`src/rtl/relogio_pkg.sv`:
```
// rtl/relogio_pkg.sv - shared types, limits and BCD split for the HH:MM:SS clock
package relogio_pkg;

    typedef enum logic [1:0] {RUN, SET_H, SET_M} set_state_t;

    localparam logic [6:0] SEG_BLANK = 7'h7F;
    localparam logic [5:0] MAX_SEC   = 6'd59;
    localparam logic [5:0] MAX_MIN   = 6'd59;
    localparam logic [4:0] MAX_HOUR  = 5'd23;

    // Values never exceed 59, so a compare/subtract ladder replaces a divider.
    function automatic logic [7:0] to_bcd2(input logic [6:0] v);
        logic [3:0] msd;
        logic [3:0] lsd;
        if (v >= 7'd50) begin
            msd = 4'd5;
            lsd = 4'(v - 7'd50);
        end else if (v >= 7'd40) begin
            msd = 4'd4;
            lsd = 4'(v - 7'd40);
        end else if (v >= 7'd30) begin
            msd = 4'd3;
            lsd = 4'(v - 7'd30);
        end else if (v >= 7'd20) begin
            msd = 4'd2;
            lsd = 4'(v - 7'd20);
        end else if (v >= 7'd10) begin
            msd = 4'd1;
            lsd = 4'(v - 7'd10);
        end else begin
            msd = 4'd0;
            lsd = 4'(v);
        end
        return {msd, lsd};
    endfunction

endpackage

```
`src/rtl/bcd_7seg.sv`:
```
// rtl/bcd_7seg.sv - BCD digit to active-low 7-segment pattern {g,f,e,d,c,b,a}
module bcd_7seg (
    input  logic [3:0] digit,
    output logic [6:0] seg
);

    always_comb begin
        case (digit)
            4'd0:    seg = 7'h40;
            4'd1:    seg = 7'h79;
            4'd2:    seg = 7'h24;
            4'd3:    seg = 7'h30;
            4'd4:    seg = 7'h19;
            4'd5:    seg = 7'h12;
            4'd6:    seg = 7'h02;
            4'd7:    seg = 7'h78;
            4'd8:    seg = 7'h00;
            4'd9:    seg = 7'h10;
            default: seg = 7'h7F;
        endcase
    end

endmodule

```
`src/rtl/relogio_hms_ajustavel.sv`:
```
// rtl/relogio_hms_ajustavel.sv - settable HH:MM:SS clock with 12/24 h display; optional alarm under ALARM_EN
module relogio_hms_ajustavel
    import relogio_pkg::*;
#(
    parameter int CLK_FREQ_HZ = 50_000_000,
    parameter int BLINK_DIV   = 4
) (
    input  logic       clock,
    input  logic       reset,
    input  logic       btn_mode,
    input  logic       btn_inc,
    input  logic       mode_12h,
`ifdef ALARM_EN
    input  logic       alarm_set,
    output logic       alarm,
`endif
    output logic [6:0] s_lsd,
    output logic [6:0] s_msd,
    output logic [6:0] m_lsd,
    output logic [6:0] m_msd,
    output logic [6:0] h_lsd,
    output logic [6:0] h_msd,
    output logic       pm,
    output logic       tick_1hz
);

    localparam int DIV_W     = (CLK_FREQ_HZ > 1) ? $clog2(CLK_FREQ_HZ) : 1;
    localparam int BLINK_LEN = CLK_FREQ_HZ / BLINK_DIV;
    localparam int BLK_W     = (BLINK_LEN > 1) ? $clog2(BLINK_LEN) : 1;
    localparam logic [DIV_W-1:0] DIV_LAST = DIV_W'(CLK_FREQ_HZ - 1);
    localparam logic [BLK_W-1:0] BLK_LAST = BLK_W'(BLINK_LEN - 1);

    set_state_t       state;
    logic [DIV_W-1:0] div_cnt;
    logic [BLK_W-1:0] blink_cnt;
    logic             blink_ph;
    logic [5:0]       sec;
    logic [5:0]       min;
    logic [4:0]       hour;

    logic       tick;
    logic       sec_wrap, min_wrap, hour_wrap;
    logic [5:0] sec_tick, min_tick;
    logic [4:0] hour_tick;

    assign tick      = (state == RUN) && (div_cnt == DIV_LAST);
    assign tick_1hz  = tick;
    assign sec_wrap  = (sec == MAX_SEC);
    assign min_wrap  = (min == MAX_MIN);
    assign hour_wrap = (hour == MAX_HOUR);
    assign sec_tick  = sec_wrap ? 6'd0 : sec + 6'd1;
    assign min_tick  = sec_wrap ? (min_wrap ? 6'd0 : min + 6'd1) : min;
    assign hour_tick = (sec_wrap && min_wrap) ? (hour_wrap ? 5'd0 : hour + 5'd1) : hour;

    always_ff @(posedge clock or negedge reset) begin
        if (!reset) begin
            state   <= RUN;
            div_cnt <= '0;
            sec     <= '0;
            min     <= '0;
            hour    <= '0;
        end else begin
            case (state)
                RUN: begin
                    if (tick) begin
                        div_cnt <= '0;
                        sec     <= sec_tick;
                        min     <= min_tick;
                        hour    <= hour_tick;
                    end else begin
                        div_cnt <= div_cnt + 1'b1;
                    end
                    if (btn_mode)
                        state <= SET_H;
                end
                SET_H: begin
                    if (btn_mode)
                        state <= SET_M;
                    else if (btn_inc)
                        hour <= hour_wrap ? 5'd0 : hour + 5'd1;
                end
                SET_M: begin
                    // Restart the second cleanly so the new minute begins on a full second.
                    if (btn_mode) begin
                        state   <= RUN;
                        sec     <= '0;
                        div_cnt <= '0;
                    end else if (btn_inc) begin
                        min <= min_wrap ? 6'd0 : min + 6'd1;
                    end
                end
                default: state <= RUN;
            endcase
        end
    end

    // Any button press restarts the blink in the visible phase.
    always_ff @(posedge clock or negedge reset) begin
        if (!reset) begin
            blink_cnt <= '0;
            blink_ph  <= 1'b0;
        end else if (state == RUN || btn_mode || btn_inc) begin
            blink_cnt <= '0;
            blink_ph  <= 1'b0;
        end else if (blink_cnt == BLK_LAST) begin
            blink_cnt <= '0;
            blink_ph  <= ~blink_ph;
        end else begin
            blink_cnt <= blink_cnt + 1'b1;
        end
    end

`ifdef ALARM_EN
    logic [4:0] al_hour;
    logic [5:0] al_min;
    logic [5:0] al_secs;
    logic       alarm_q;
    logic       fire;

    assign fire  = tick && sec_wrap && (min_tick == al_min) && (hour_tick == al_hour);
    assign alarm = alarm_q;

    always_ff @(posedge clock or negedge reset) begin
        if (!reset) begin
            al_hour <= '0;
            al_min  <= '0;
            al_secs <= '0;
            alarm_q <= 1'b0;
        end else begin
            if (alarm_set) begin
                al_hour <= hour;
                al_min  <= min;
            end
            if (btn_mode || btn_inc) begin
                alarm_q <= 1'b0;
            end else if (fire) begin
                alarm_q <= 1'b1;
                al_secs <= '0;
            end else if (alarm_q && tick) begin
                if (al_secs == MAX_SEC)
                    alarm_q <= 1'b0;
                else
                    al_secs <= al_secs + 6'd1;
            end
        end
    end
`endif

    logic [4:0] hour_disp;

    always_comb begin
        hour_disp = hour;
        if (mode_12h) begin
            if (hour == 5'd0)
                hour_disp = 5'd12;
            else if (hour > 5'd12)
                hour_disp = hour - 5'd12;
        end
    end

    assign pm = (hour >= 5'd12);

    logic [7:0] sec_bcd, min_bcd, hour_bcd;
    logic [6:0] m_lsd_raw, m_msd_raw, h_lsd_raw, h_msd_raw;
    logic       blank_h, blank_m;

    assign sec_bcd  = to_bcd2({1'b0, sec});
    assign min_bcd  = to_bcd2({1'b0, min});
    assign hour_bcd = to_bcd2({2'b00, hour_disp});

    bcd_7seg u_s_lsd (.digit(sec_bcd[3:0]),  .seg(s_lsd));
    bcd_7seg u_s_msd (.digit(sec_bcd[7:4]),  .seg(s_msd));
    bcd_7seg u_m_lsd (.digit(min_bcd[3:0]),  .seg(m_lsd_raw));
    bcd_7seg u_m_msd (.digit(min_bcd[7:4]),  .seg(m_msd_raw));
    bcd_7seg u_h_lsd (.digit(hour_bcd[3:0]), .seg(h_lsd_raw));
    bcd_7seg u_h_msd (.digit(hour_bcd[7:4]), .seg(h_msd_raw));

    assign blank_h = (state == SET_H) && blink_ph;
    assign blank_m = (state == SET_M) && blink_ph;
    assign m_lsd   = blank_m ? SEG_BLANK : m_lsd_raw;
    assign m_msd   = blank_m ? SEG_BLANK : m_msd_raw;
    assign h_lsd   = blank_h ? SEG_BLANK : h_lsd_raw;
    assign h_msd   = blank_h ? SEG_BLANK : h_msd_raw;

endmodule

```
`config.mk`:
```
export PLATFORM = sky130hd
export DESIGN_NAME = relogio_hms_ajustavel
export DESIGN_NICKNAME = d
export VERILOG_FILES = /design/src/rtl/relogio_pkg.sv /design/src/rtl/bcd_7seg.sv /design/src/rtl/relogio_hms_ajustavel.sv
export SDC_FILE = /design/constraint.sdc
export NUM_CORES = 1
export LEC_CHECK = 0
export BUFFER_PORTS_ARGS = -buffer_cell sky130_fd_sc_hd__buf_2
export CORE_MARGIN = 4
export CORE_UTILIZATION = 67
export DETAILED_ROUTE_END_ITERATION = 10
export GPL_TIMING_DRIVEN = 0
export PLACE_DENSITY = 0.87
export SYNTH_ARGS = -nofsm -noshare
export SYNTH_HDL_FRONTEND = slang
export SYNTH_HIERARCHICAL = 1
export SYNTH_SLANG_ARGS = --single-unit
```
`constraint.sdc`:
```
create_clock -name clock -period 5.8 [get_ports clock]
set_clock_uncertainty 0.1 [all_clocks]
set_input_delay 0 -clock clock [delete_from_list [all_inputs] [get_ports clock]]
set_output_delay 0 -clock clock [all_outputs]
set_load 0.05 [all_outputs]
```
**Word level (Yosys, flattened, before mapping)**

Memories as Yosys holds them, arrays and structs flattened.
Cells that the tools add are included.

- Reduce and logical (&&, ||, !) cells: 16
- Muxes and demuxes: 60
- Bitwise logic cells: 1
- Equal/unequal tests: 17
- $lt $le $gt $ge: 15
- Add/subtract/negate cells: 19

Operator list:

| cell | number |
|---|---|
| 26-bit 2-to-1 mux | 2 |
| 4-bit 2-to-1 mux | 13 |
| 26-bit case mux with 2 select lines | 1 |
| 24-bit 2-to-1 mux | 2 |
| 6-bit 2-to-1 mux | 8 |
| 5-bit 2-to-1 mux | 8 |
| 4-bit subtractor, second input constant | 8 |
| 7-bit 2-to-1 mux | 4 |
| 26-bit by 1-bit adder with 26-bit output, second input constant | 1 |
| 26-bit == test, second input constant | 1 |
| 24-bit by 1-bit adder with 24-bit output, second input constant | 1 |
| 24-bit == test, second input constant | 1 |
| 6-bit by 5-bit greater-or-equal comparator with 1-bit output, second input constant | 4 |
| 6-bit greater-or-equal comparator, second input constant | 4 |
| 6-bit case mux with 2 select lines | 2 |
| 2-bit 2-to-1 mux | 9 |
| 2-bit inequality test, second input constant | 9 |
| 6-bit by 1-bit adder with 6-bit output, second input constant | 2 |
| 6-bit == test, second input constant | 2 |
| 6-bit by 4-bit greater-or-equal comparator with 1-bit output, second input constant | 2 |
| 3-bit 2-to-1 mux | 4 |
| 4-bit by 3-bit subtractor with 4-bit output, second input constant | 3 |
| 5-bit by 4-bit greater-or-equal comparator with 1-bit output, second input constant | 2 |
| 5-bit greater-or-equal comparator, second input constant | 2 |
| other kinds (20) | 33 |

- Input bits: 5
- Word-level logic and storage cells: 141
- Memories: 6
- Bits in read-only memories: 672
- Register bits after elaboration: 70

Memory list:

| name | words | bits a word | rd ports | clocked after memory_dff | write ports | RTL line | source |
|---|---|---|---|---|---|---|---|
| (name not given) | 16 | 7 | 1 | 0 | 0 | bcd_7seg.sv:8 | `case (digit)` |
| (name not given) | 16 | 7 | 1 | 0 | 0 | bcd_7seg.sv:8 |  |
| (name not given) | 16 | 7 | 1 | 0 | 0 | bcd_7seg.sv:8 |  |
| (name not given) | 16 | 7 | 1 | 0 | 0 | bcd_7seg.sv:8 |  |
| (name not given) | 16 | 7 | 1 | 0 | 0 | bcd_7seg.sv:8 |  |
| (name not given) | 16 | 7 | 1 | 0 | 0 | bcd_7seg.sv:8 |  |

**Longest topological paths before layout**

An unclocked memory read counts as a cell.

- Depth in word-level cells: 10
- Depth in mapped cells: 17
- Gate-level depth less buffers: 17

**By module**

The synthesis kept the hierarchy.

Modules (own cells, without submodules):

| module | area an instance (um^2) | times used | cells an instance | seq. area each (um^2) |
|---|---|---|---|---|
| relogio_hms_ajustavel | 5,305.1 | 1 | 628 | 1,751.7 |
| bcd_7seg | 210.2 | 6 | 33 | 0.0 |

**Worst setup path after synthesis**

Ideal clock, no wire load.

- Path kind: register to output
- Start: register sec[3]
- End: output port s_lsd[4]
- Slack: 1,969 ps
- Arrival time: 3,731 ps
- Stages on the path, launching flop included: 14
- Cells stage by stage: dfrtp_1 clkbuf_1 inv_1 ha_1 a21bo_2 a21oi_1 a211oi_1 o21ai_0 xnor2_1 inv_1 ha_1 nand2_1 o21ai_0 o21ai_0

- Word-level cells in the longest chain between the ends: 7
- Elaborated cells on any way between the ends: 16
- Classes of those cells: add/sub (5); order compare (5); mux (5); memory (1)

Ends and longest elaborated chain:

| what | RTL line | source |
|---|---|---|
| start: declaration | relogio_hms_ajustavel.sv:37 | `logic [5:0] sec;` |
| start signal: assignment | relogio_hms_ajustavel.sv:67 | `sec <= sec_tick;` |
| 6-bit by 4-bit greater-or-equal comparator with 1-bit output | relogio_pkg.sv:27 | `end else if (v >= 7'd10) begin` |
| 4-bit 2-to-1 mux | relogio_pkg.sv:27 |  |
| 4-bit 2-to-1 mux | relogio_pkg.sv:24 | `end else if (v >= 7'd20) begin` |
| 4-bit 2-to-1 mux | relogio_pkg.sv:21 | `end else if (v >= 7'd30) begin` |
| 4-bit 2-to-1 mux | relogio_pkg.sv:18 | `end else if (v >= 7'd40) begin` |
| 4-bit 2-to-1 mux * | relogio_pkg.sv:15 | `if (v >= 7'd50) begin` |
| named net sec_bcd[1] | relogio_hms_ajustavel.sv:163 | `logic [7:0] sec_bcd, min_bcd, hour_bcd;` |
| memory 16 x 7 bit * | -- |  |
| end: declaration | relogio_hms_ajustavel.sv:17 | `output logic [6:0] s_lsd,` |

Mark *: on every way through the listed nets, which the timed path passes. The rest lies on a longest branch.

**Worst setup path after layout**

- Start: register min[2]
- End: output port m_lsd[3]

- Word-level cells in the longest chain between the ends: 8
- Elaborated cells on any way between the ends: 17
- Classes of those cells: add/sub (5); order compare (5); mux (6); memory (1)

Ends and longest elaborated chain:

| what | RTL line | source |
|---|---|---|
| start: declaration | relogio_hms_ajustavel.sv:38 | `logic [5:0] min;` |
| start signal: assignment | relogio_hms_ajustavel.sv:68 | `min <= min_tick;` |
| start signal: assignment | relogio_hms_ajustavel.sv:89 | `min <= min_wrap ? 6'd0 : min + 6'd1;` |
| 6-bit by 4-bit greater-or-equal comparator with 1-bit output | relogio_pkg.sv:27 |  |
| 4-bit 2-to-1 mux | relogio_pkg.sv:27 |  |
| 4-bit 2-to-1 mux | relogio_pkg.sv:24 |  |
| 4-bit 2-to-1 mux | relogio_pkg.sv:21 |  |
| 4-bit 2-to-1 mux | relogio_pkg.sv:18 |  |
| 4-bit 2-to-1 mux * | relogio_pkg.sv:15 |  |
| named net min_bcd[1] | relogio_hms_ajustavel.sv:163 |  |
| memory 16 x 7 bit * | -- |  |
| named net m_lsd_raw[3] | relogio_hms_ajustavel.sv:164 | `logic [6:0] m_lsd_raw, m_msd_raw, h_lsd_raw, h_msd_raw;` |
| 7-bit 2-to-1 mux * | relogio_hms_ajustavel.sv:180 | `assign m_lsd = blank_m ? SEG_BLANK : m_lsd_raw;` |
| end: declaration | relogio_hms_ajustavel.sv:19 | `output logic [6:0] m_lsd,` |

Marks and branches as above.

==> impl_metrics.ini <==
[synthesis]
yosysSeqAreaShare = 0.267
netlist_instances = 826
synth_seq_cells = 70
synthArstFlopShare = 1.00
synth-main-ff-cell = dfrtp_1
synth_top_area_frac = 0.267
synth.distinct_cells = 71
yosysWarningCount = 6
synth_edf_count = 0
synth.area.top_cells = dfrtp_1 (27%), ha_1 (12%), nand2b_1 (5.4%), o21ai_0 (5.0%), nor2_1 (4.8%)
synth_common_cells = nor2_1 (84), dfrtp_1 (70), o21ai_0 (66), ha_1 (64), nand2_1 (63)
synth.largest_area_cell = dfrtp_1
synth_area_sq_mm = 0.00657
yosysMostFrequentCell = nor2_1
syn_area_per_cell_sq_um = 7.95

[sta]
worst_slew_pin_slew_ps = 1020
hold_viol = 0
rsz0062_at_grt = false
finalCriticalPeriod_ps = 4770
setup_viol = 0
fmax_mhz = 210
fin_crit_sh = 0.822
setup-tns-final_ps = 0
slew_headroom = 0.301
setup_ws_ps = 1030
final_max_slew_viol_count = 0

[clock_tree]
clk_pin_slew_worst_paths_ps = 70
cts_buffers = 9
cts_root_buffer = clkbuf_8
clock_path_buffers = 2
cts_tree = done
cts_max_level = 3
cts.sinks = 70
post_cts_resized = 0
cts_setup_buffers = 0
clock_latency_ps = 350

[floorplan]
die_w_um = 107
start_util = 0.701
pin_count = 49
rows = 35
dieArea_sq_mm = 0.0114
die_y_um = 107
core_region_area_sq_mm = 0.00937

[layout]
antenna_cells = 0
regArea_sq_mm = 0.00175
multiInputGateArea_sq_mm = 0.00446
fill_cells = 707
nets = 963
area_delta_synth_final_pct = 10.3
layoutNonFillerInstCount = 1028
drive_above_1_share = 0.117

[setup_path]
crit_fanout = 9
cp.arrival_ps = 4670
crit_type = reg2out
cp.required_ps = 5700
crit_path_end_kind = primary output
startpoint = min[2]
crit-reg2reg-launch = div_cnt[0]
start_kind = flop

[placed_design]
dpl_worst_slack_ps = 1500
io_buffers = 47
dp_hpwl_um = 11200
dp.cells = 1008
routabilityCongestion = 0.889

[route]
viasPerCell = 6.06
drtAntennaViolNets = 0
vias = 6228
wirelength_um = 15100
dr.pass1.iters = 7
drc_errors = 0
drt-initial-drc-count = 492
wire_per_inst_um = 14.7

[power]
switching_share = 0.559
sequentialPowerShare = 0.206
comb_power_share = 0.674
clkPwrFrac = 0.119
p_leak_nw = 3.21
switching_power_w = 0.00198
peakVddDrop_uv = 672
power_density_mw_per_mm2 = 490
p_int_w = 0.00156

[grt]
antenna_found_initial = 0
track_usage = 0.267
grt_pass1_wl_um = 25800
first_global_vias = 5850
overflow = 0
grt_max_degree = 71

[hold_path]
hold_class = in2async

[run]
cap_violations = 0

[outcome]
outcome = complete, no violations
[per-layer routing]
metal | global-route usage | part of all wire
met1 | 0.334 | 0.44
met2 | 0.479 | 0.49
met3 | 0.0403 | 0.053
met4 | 0.0712 | 0.012
met5 | 0 | 0
[path summary, 6_finish.rpt]
path,to,slack [ps],depth (start not counted)
max,m_lsd[3],1030,14
min,div_cnt[21],200,2
max reg2reg,div_cnt[9],3120,8
min reg2reg,div_cnt[23],390,1
max in group asynchronous,div_cnt[12],4830,2
min in group clock,blink_ph,350,3
[power groups by stage]
stage          Combinational, W  Clock (W)  Sequential (W)
6_report                0.00239   0.000423        0.000732
5_1_grt                 0.00260   0.000456        0.000751
4_1_cts                 0.00238   0.000430        0.000725
3_5_place_dp            0.00237          0        0.000734
3_3_place_gp            0.00228          0        0.000725
2_1_floorplan           0.00188          0        0.000694
[worst max-delay path, cell delays in order, from the launching register on]
cell       delay [ps]
dfrtp_1           490
inv_1             180
ha_1              300
a2111oi_0         930
nand2_1           190
a211oi_1          290
o21ai_0           260
xnor2_1           470
inv_1             160
ha_1              210
or2_1             230
a21oi_2           170
a31oi_1            60
nand2b_1          150
buf_2             220
[cells by family after synthesis]
kind of cell,Yosys count,share of synthesized area
flip-flops,70,0.267
adder cells (fa/ha/maj),64,0.122
AO/OA/AOI/OAI,217,0.212
XOR/XNOR,29,0.0387
AND/OR/NAND/NOR,350,0.286
other,1,0.000571
buffers and inverters,85,0.0575
multiplexers,10,0.0166
[timing repair]
| item | in CTS | in global routing |
|---|---|---|
| setup endpoints to repair | 0 | 0 |
| endpoints found under the hold margin | 73 | 0 |
| hold buffers | 4 | 0 |
[layout by cell type (no fill, tap or decap), types with 7 or more instances in the layout]
cell,instances
mux2_2,7
o21ai_0,66
nand4_1,25
xnor2_1,10
nor2_1,84
conb_1,7
nand2_1,63
a31oi_1,21
nor4_1,13
nand2b_1,57
dfrtp_1,70
a21o_1,12
xor2_1,19
and4_1,7
a21oi_2,8
clkbuf_1,27
a21boi_0,8
clkbuf_8,9
buf_2,54
inv_1,44
o31ai_1,7
nor3_1,14
ha_1,64
nand3_1,28
a211oi_1,8
a21oi_1,43
nand3b_1,7
[layout make-up]
| class | count | area share |
|---|---|---|
| buffer | 41 | 0.0294 |
| inverter | 44 | 0.0228 |
| clock inverter | 6 | 0.0119 |
| clock buffer | 10 | 0.0176 |
| tap | 129 | 0.0223 |
| timing repair buffer | 51 | 0.0384 |
| multi-input combinational | 677 | 0.616 |
| sequential | 70 | 0.242 |
[state kept, by name, summed over array words and instances, names as in the netlist]
register / count
min: 6
sec: 6
blink_cnt: 24
div_cnt: 26
state: 2
hour: 5
blink_ph: 1
[metrics by stage]
step                hold slack [ps]   util  power (W)  area (sq um)
detailed placement             68.9  0.746    0.00310          6990
global placement                154  0.745    0.00301          6990
CTS                             237  0.773    0.00354          7240
global route                    281  0.773    0.00380          7240
floorplan                      -396      -    0.00258          6590
finish                          200  0.773    0.00355          7240
Note: power is estimated with default switching activity, not from simulation.
